**src/rtl/alu_seq_core.sv**
```systemverilog
// Sequential ALU core: operand/result/flag registers, one operation per start.
// Define ALU_SEQ_MUL_EN to build the multi-cycle shift-and-add multiplier (op 11).
module alu_seq_core #(
    parameter int unsigned WIDTH = 32
) (
    input  logic             clk,
    input  logic             rst_n,
    input  logic [WIDTH-1:0] din,
    input  logic             ld_a,
    input  logic             ld_b,
    input  logic [3:0]       op,
    input  logic             start,
    output logic             busy,
    output logic             done,
    output logic [WIDTH-1:0] result,
    output logic [3:0]       flags
);

    localparam int unsigned SHW = $clog2(WIDTH);

    localparam logic [3:0] OP_ADD  = 4'd0;
    localparam logic [3:0] OP_SUB  = 4'd1;
    localparam logic [3:0] OP_AND  = 4'd2;
    localparam logic [3:0] OP_OR   = 4'd3;
    localparam logic [3:0] OP_XOR  = 4'd4;
    localparam logic [3:0] OP_NOR  = 4'd5;
    localparam logic [3:0] OP_SLL  = 4'd6;
    localparam logic [3:0] OP_SRL  = 4'd7;
    localparam logic [3:0] OP_SRA  = 4'd8;
    localparam logic [3:0] OP_SLT  = 4'd9;
    localparam logic [3:0] OP_SLTU = 4'd10;

    logic [WIDTH-1:0] r_a, r_b, r_result;
    logic [3:0]       r_flags;
    logic             r_done;

    logic [WIDTH-1:0] w_a_nxt, w_b_nxt, w_res_nxt;
    logic [3:0]       w_flags_nxt;
    logic             w_done_nxt;
    logic             w_idle;

    logic [WIDTH:0]   w_sum, w_dif;
    logic [SHW-1:0]   w_shamt;
    logic             w_slt;
    logic [WIDTH-1:0] w_alu_res;
    logic             w_alu_cf, w_alu_of;

`ifdef ALU_SEQ_MUL_EN
    localparam logic [3:0]     OP_MUL   = 4'd11;
    localparam logic [0:0]     ST_IDLE  = 1'b0;
    localparam logic [0:0]     ST_MUL   = 1'b1;
    localparam logic [SHW-1:0] CNT_LAST = SHW'(WIDTH - 1);

    logic [0:0]         r_state, w_state_nxt;
    logic [SHW-1:0]     r_cnt, w_cnt_nxt;
    logic [2*WIDTH-1:0] r_acc, w_acc_nxt, r_mc, w_mc_nxt, w_acc_step;
    logic [WIDTH-1:0]   r_mp, w_mp_nxt;
    logic               r_busy, w_busy_nxt;

    assign w_idle     = (r_state == ST_IDLE);
    assign w_acc_step = r_mp[0] ? (r_acc + r_mc) : r_acc;
    assign busy       = r_busy;
`else
    assign w_idle = 1'b1;
    assign busy   = 1'b0;
`endif

    assign done   = r_done;
    assign result = r_result;
    assign flags  = r_flags;

    // Single-cycle datapath on the pre-edge operand registers
    always_comb begin
        w_sum     = {1'b0, r_a} + {1'b0, r_b};
        w_dif     = {1'b0, r_a} - {1'b0, r_b};
        w_shamt   = r_b[SHW-1:0];
        w_slt     = ($signed(r_a) < $signed(r_b));
        w_alu_res = '0;
        w_alu_cf  = 1'b0;
        w_alu_of  = 1'b0;
        case (op)
            OP_ADD: begin
                w_alu_res = w_sum[WIDTH-1:0];
                w_alu_cf  = w_sum[WIDTH];
                w_alu_of  = (r_a[WIDTH-1] == r_b[WIDTH-1]) && (w_sum[WIDTH-1] != r_a[WIDTH-1]);
            end
            OP_SUB: begin
                w_alu_res = w_dif[WIDTH-1:0];
                w_alu_cf  = w_dif[WIDTH];
                w_alu_of  = (r_a[WIDTH-1] != r_b[WIDTH-1]) && (w_dif[WIDTH-1] != r_a[WIDTH-1]);
            end
            OP_AND:  w_alu_res = r_a & r_b;
            OP_OR:   w_alu_res = r_a | r_b;
            OP_XOR:  w_alu_res = r_a ^ r_b;
            OP_NOR:  w_alu_res = ~(r_a | r_b);
            OP_SLL:  w_alu_res = r_a << w_shamt;
            OP_SRL:  w_alu_res = r_a >> w_shamt;
            OP_SRA:  w_alu_res = $unsigned($signed(r_a) >>> w_shamt);
            OP_SLT:  w_alu_res = WIDTH'(w_slt);
            OP_SLTU: w_alu_res = WIDTH'(w_dif[WIDTH]);
            default: w_alu_res = '0;
        endcase
    end

    // Next-state and registered-output logic
    always_comb begin
        w_a_nxt     = r_a;
        w_b_nxt     = r_b;
        w_res_nxt   = r_result;
        w_flags_nxt = r_flags;
        w_done_nxt  = 1'b0;
`ifdef ALU_SEQ_MUL_EN
        w_state_nxt = r_state;
        w_cnt_nxt   = r_cnt;
        w_acc_nxt   = r_acc;
        w_mc_nxt    = r_mc;
        w_mp_nxt    = r_mp;
        w_busy_nxt  = r_busy;
`endif
        if (w_idle) begin
            if (ld_a) w_a_nxt = din;
            if (ld_b) w_b_nxt = din;
            if (start) begin
`ifdef ALU_SEQ_MUL_EN
                if (op == OP_MUL) begin
                    w_state_nxt = ST_MUL;
                    w_busy_nxt  = 1'b1;
                    w_cnt_nxt   = '0;
                    w_acc_nxt   = '0;
                    w_mc_nxt    = {WIDTH'(0), r_a};
                    w_mp_nxt    = r_b;
                end else
`endif
                begin
                    w_res_nxt   = w_alu_res;
                    w_flags_nxt = {(w_alu_res == '0), w_alu_res[WIDTH-1], w_alu_of, w_alu_cf};
                    w_done_nxt  = 1'b1;
                end
            end
        end
`ifdef ALU_SEQ_MUL_EN
        else begin
            w_acc_nxt = w_acc_step;
            w_mc_nxt  = r_mc << 1;
            w_mp_nxt  = r_mp >> 1;
            w_cnt_nxt = r_cnt + SHW'(1);
            if (r_cnt == CNT_LAST) begin
                w_state_nxt = ST_IDLE;
                w_busy_nxt  = 1'b0;
                w_done_nxt  = 1'b1;
                w_cnt_nxt   = '0;
                w_res_nxt   = w_acc_step[WIDTH-1:0];
                w_flags_nxt = {(w_acc_step[WIDTH-1:0] == '0), w_acc_step[WIDTH-1],
                               |w_acc_step[2*WIDTH-1:WIDTH], |w_acc_step[2*WIDTH-1:WIDTH]};
            end
        end
`endif
    end

    always_ff @(posedge clk) begin
        if (!rst_n) begin
            r_a      <= '0;
            r_b      <= '0;
            r_result <= '0;
            r_flags  <= 4'b0000;
            r_done   <= 1'b0;
`ifdef ALU_SEQ_MUL_EN
            r_state  <= ST_IDLE;
            r_cnt    <= '0;
            r_acc    <= '0;
            r_mc     <= '0;
            r_mp     <= '0;
            r_busy   <= 1'b0;
`endif
        end else begin
            r_a      <= w_a_nxt;
            r_b      <= w_b_nxt;
            r_result <= w_res_nxt;
            r_flags  <= w_flags_nxt;
            r_done   <= w_done_nxt;
`ifdef ALU_SEQ_MUL_EN
            r_state  <= w_state_nxt;
            r_cnt    <= w_cnt_nxt;
            r_acc    <= w_acc_nxt;
            r_mc     <= w_mc_nxt;
            r_mp     <= w_mp_nxt;
            r_busy   <= w_busy_nxt;
`endif
        end
    end

endmodule

```
**config.mk**
```make
export PLATFORM = sky130hd
export DESIGN_NAME = alu_seq_core
export DESIGN_NICKNAME = d
export VERILOG_FILES = /design/src/rtl/alu_seq_core.sv
export SDC_FILE = /design/constraint.sdc
export NUM_CORES = 1
export LEC_CHECK = 0
export ABC_AREA = 1
export BUFFER_PORTS_ARGS = -buffer_cell sky130_fd_sc_hd__buf_2
export CAP_MARGIN = 20
export CORE_AREA = 2 2 178 180
export CTS_CLUSTER_SIZE = 28
export DETAILED_ROUTE_END_ITERATION = 8
export DIE_AREA = 0 0 180 182
export GPL_TIMING_DRIVEN = 0
export SYNTH_ARGS = -nofsm -noshare
export SYNTH_HDL_FRONTEND = slang
export SYNTH_SLANG_ARGS = --single-unit
```
**constraint.sdc**
```tcl
create_clock -name clk -period 2.7 [get_ports clk]
set_clock_uncertainty 0.2 [all_clocks]
set_input_delay 0.405 -clock clk [delete_from_list [all_inputs] [get_ports clk]]
set_output_delay 0.405 -clock clk [all_outputs]
set_load 0.02 [all_outputs]
```
==> key figures <==
Drt
  • Number of DRC markers in iteration 0: 2902
  • Drt first pass iters: 9
  • DR WL/cell: 26.6 um
  • Routed Antenna Nets: 0
  • DRC Markers: 2
  • Post-DR vias/cell: 6.34
  • Final WL: 82.9 mm
  • Vias: 19800

Clock tree
  • Max Root-Sink Buffers: 2
  • Clk_lat worst skew: 0.39 ns
  • Root buf cell: clkbuf_16
  • CTS H-Tree Depth: 3
  • TritonCTS Buffers: 9
  • Clock sink count: 100
  • TritonCTS clock tree: yes
  • Clock transition at the registers of the reported paths: 0.09 ns

Critical path
  • CP Capture Type: register
  • Sum of buffers and inverters on the critical path: 6
  • WP data required: 2.82 ns
  • CP cell instances: inv_8 -> buf_12 -> buf_12 -> ha_4 -> buf_12 -> nand2_8 -> inv_4 -> nand3_4 -> nand2_4 -> nand2_1 -> nand3_1 -> nand2_1 -> inv_1 -> nand2_2 -> nor2_4 -> nand2_2 -> nor2_2 -> nand2_1 -> nor2_1 -> nand3_1 -> nor2_1 -> nand3_2 -> a21oi_2
  • R2r startpoint: r_b[3]$_SDFFE_PN0P_
  • Reg2reg setup slack: -0.60 ns
  • Crit path kind: reg -> reg
  • Worst-path fanout max: 8
  • Register-to-Register Path Depth: 23
  • Cell family with most CP delay: simple AND/OR/NAND/NOR gates
  • R2r endpoint: flags[3]$_SDFFE_PN0P_
  • CP peak stage delay: 0.41 ns
  • Critical path launch point type: register
  • CP max stage cell: dfxtp_4
  • Crit path arrival time: 3.42 ns

Place
  • Hpwl dp: 63.7 mm
  • Port Buffer Count: 76
  • Final GP Congestion: 1.12

Power and ir drop
  • Cell Pwr Density: 408 mW/mm^2
  • Switching share of power: 0.513
  • Sw power: 3.69 mW
  • Clock Power Share: 0.193
  • Maximum VDD drop: 0.376 mV
  • Reg power frac: 0.236
  • Leakage: 8.71 nW
  • Internal: 3.50 mW
  • Combinational Power Share: 0.571

Synthesis
  • Synth async-reset ratio: 0
  • Most common library cells after synthesis: nand2_1 (677), nand3_1 (479), inv_1 (290), nor2_1 (266), a21oi_1 (146)
  • Synth top area share: 0.185
  • Post-Syn Area: 0.0138 mm^2
  • Post-synth EDFFs: 0
  • Syn Inst Count: 2549
  • Post-synth net total: 2692
  • Area contributors post-synth: nand2_1 (18%), nand3_1 (17%), dfxtp_1 (15%), ha_1 (9.1%), inv_1 (7.9%)
  • Synth unique cells: 48
  • Count leader, synth: nand2_1
  • Synth area leader: nand2_1
  • Synth Flop Type: dfxtp_1
  • Average size of a mapped cell: 5.40 um^2
  • Register area share after synthesis: 0.145
  • Seq cells post-synth: 100
  • Yosys warning count: 0

Global route
  • First-pass GRT wire length: 117 mm
  • All-Layer GR Usage: 0.485
  • Gr ovfl total: 0
  • Initial antenna violation count: 1
  • Largest net degree at the start of global routing: 20
  • Vias in the first global route: 18700

Die
  • Die X: 180 um
  • Die H: 182 um
  • Row count: 65
  • Core area: 0.0310 mm^2
  • Die ar.: 0.0328 mm^2
  • Starting Density: 0.444
  • IO Pins: 79

Timing
  • Final Slew Violations: 0
  • Slew Limit Headroom: 0.262
  • Final WS setup: -0.599 ns
  • RSZ-0062 raised after global routing: true
  • Tmin final: 3.30 ns
  • Least-Margin Pin Slew: 1.10 ns
  • Final clock period utilization by the worst path: 1.22
  • Setup TNS: -4.87 ns
  • # setup viols final: 27
  • Max Clock Freq: 303 MHz
  • Final Hold Fails: 0

Cells and area
  • Nets: 2852
  • Area Overhead vs Synth: 28.0%
  • Final Util: 0.569
  • Share of layout cells above drive strength 1: 0.258
  • Ant. Diodes: 0

Run
  • Max_cap viols: 0

Worst hold path
  • Hold path cells: 3
  • Min-Delay Endpoint: r_a[5]$_SDFFE_PN0P_
  • HP Start: din[5]
  • HP Class: in -> reg

Status
  • Outcome: finished, violations left
  • Failing checks: design-rule violations, negative setup slack
power groups by stage:
stage	Clock, mW	Sequential, mW	Combinational, mW
floorplan	0	1.74	1.95
global placement	0	1.73	3.04
detailed placement	0	1.74	3.05
CTS	1.37	1.70	3.47
global route	1.43	1.70	4.31
finish	1.39	1.70	4.11
how the worst max path moves through the flow:
stage | start | endpoint | slack [ns] | cells after the start
2_1_floorplan | r_b[3]$_SDFFE_PN0P_ | flags[3]$_SDFFE_PN0P_ | 0.01 | 22
3_3_place_gp | r_b[3]$_SDFFE_PN0P_ | flags[3]$_SDFFE_PN0P_ | -1.41 | 21
3_5_place_dp | r_b[3]$_SDFFE_PN0P_ | flags[3]$_SDFFE_PN0P_ | -1.43 | 21
4_1_cts | r_b[2]$_SDFFE_PN0P_ | flags[3]$_SDFFE_PN0P_ | -0.44 | 23
5_1_grt | r_b[2]$_SDFFE_PN0P_ | flags[3]$_SDFFE_PN0P_ | -0.61 | 22
6_report | r_b[3]$_SDFFE_PN0P_ | flags[3]$_SDFFE_PN0P_ | -0.60 | 23
placed cells by master, fill, tap and decap left out, types with 7 or more instances in the layout:
| master | count |
|---|---|
| o211ai_1 | 26 |
| o22ai_1 | 22 |
| nand3_1 | 409 |
| dfxtp_2 | 13 |
| o21ai_0 | 116 |
| nand2_4 | 26 |
| clkbuf_1 | 35 |
| nand3b_1 | 7 |
| nand4_1 | 35 |
| inv_2 | 32 |
| a21oi_1 | 113 |
| nor3_2 | 11 |
| inv_1 | 261 |
| nand3_2 | 57 |
| nand2_1 | 570 |
| buf_12 | 8 |
| a21oi_2 | 27 |
| nor2_1 | 183 |
| o21ai_1 | 25 |
| o21bai_1 | 9 |
| buf_6 | 21 |
| nand3_4 | 14 |
| buf_4 | 81 |
| nor2_4 | 33 |
| nor2_2 | 55 |
| dfxtp_1 | 65 |
| buf_2 | 103 |
| clkbuf_2 | 8 |
| clkbuf_4 | 12 |
| nor3_1 | 13 |
| clkbuf_16 | 9 |
| inv_4 | 7 |
| nand2_2 | 97 |
| ha_1 | 88 |
| o21ai_2 | 11 |
| dfxtp_4 | 22 |
worst min-delay path, cell delays in order:
cell     delay [ns]
buf_2          0.08
o21ai_0        0.07
a21oi_1        0.10
metal layers:
layer,routed length [um],share of wire,vias up,GRT usage
li1,-,-,8688,-
met1,28600,0.35,8965,0.546
met2,34900,0.42,1594,0.738
met3,10300,0.12,506,0.145
met4,9080,0.11,0,0.445
met5,0,0,-,0.00148
sequential cells by signal (all words and copies together), names as in the netlist:
name	cells
r_b	32
done	1
flags	4
result	31
r_a	32
layout make-up:
type                            instances  area, um^2
Sequential cell                       100        2100
Timing Repair Buffer                  151        1000
Inverter                              308        1210
Clock inverter                          7        66.3
Buffer                                127         858
Fill cell                            3112       13400
Tap cell                              402         503
Multi-Input combinational cell       2012       11700
Clock buffer                            9         225
metrics by stage:
stage	power, mW	hold slack (ns)	instances	setup slack, ns	cell area, um^2
2_1_floorplan	3.68	0.274	2549	0.00959	13800
3_3_place_gp	4.77	0.253	3027	-1.41	14700
3_5_place_dp	4.79	0.263	3027	-1.43	14700
4_1_cts	6.54	0.114	3087	-0.435	16400
5_1_grt	7.44	0.144	3116	-0.613	17600
6_report	7.19	0.116	3116	-0.599	17600
kinds of logic after synthesis:
group | synth area share
other cells | 0.000272
simple gates | 0.482
xor+xnor | 0.00127
buf+inv | 0.129
fa+ha+maj | 0.0938
compound gates | 0.148
flops | 0.145
repair_timing:
| action | 4_1_cts | 5_1_grt |
|---|---|---|
| setup endpoints to repair | 35 | 35 |
| pin swaps | 65 | 87 |
| buffers inserted | 44 | 34 |
| resized for setup | 351 | 311 |
| hold buffers | 0 | 0 |
No activity file was read; power rests on OpenSTA's default activity.
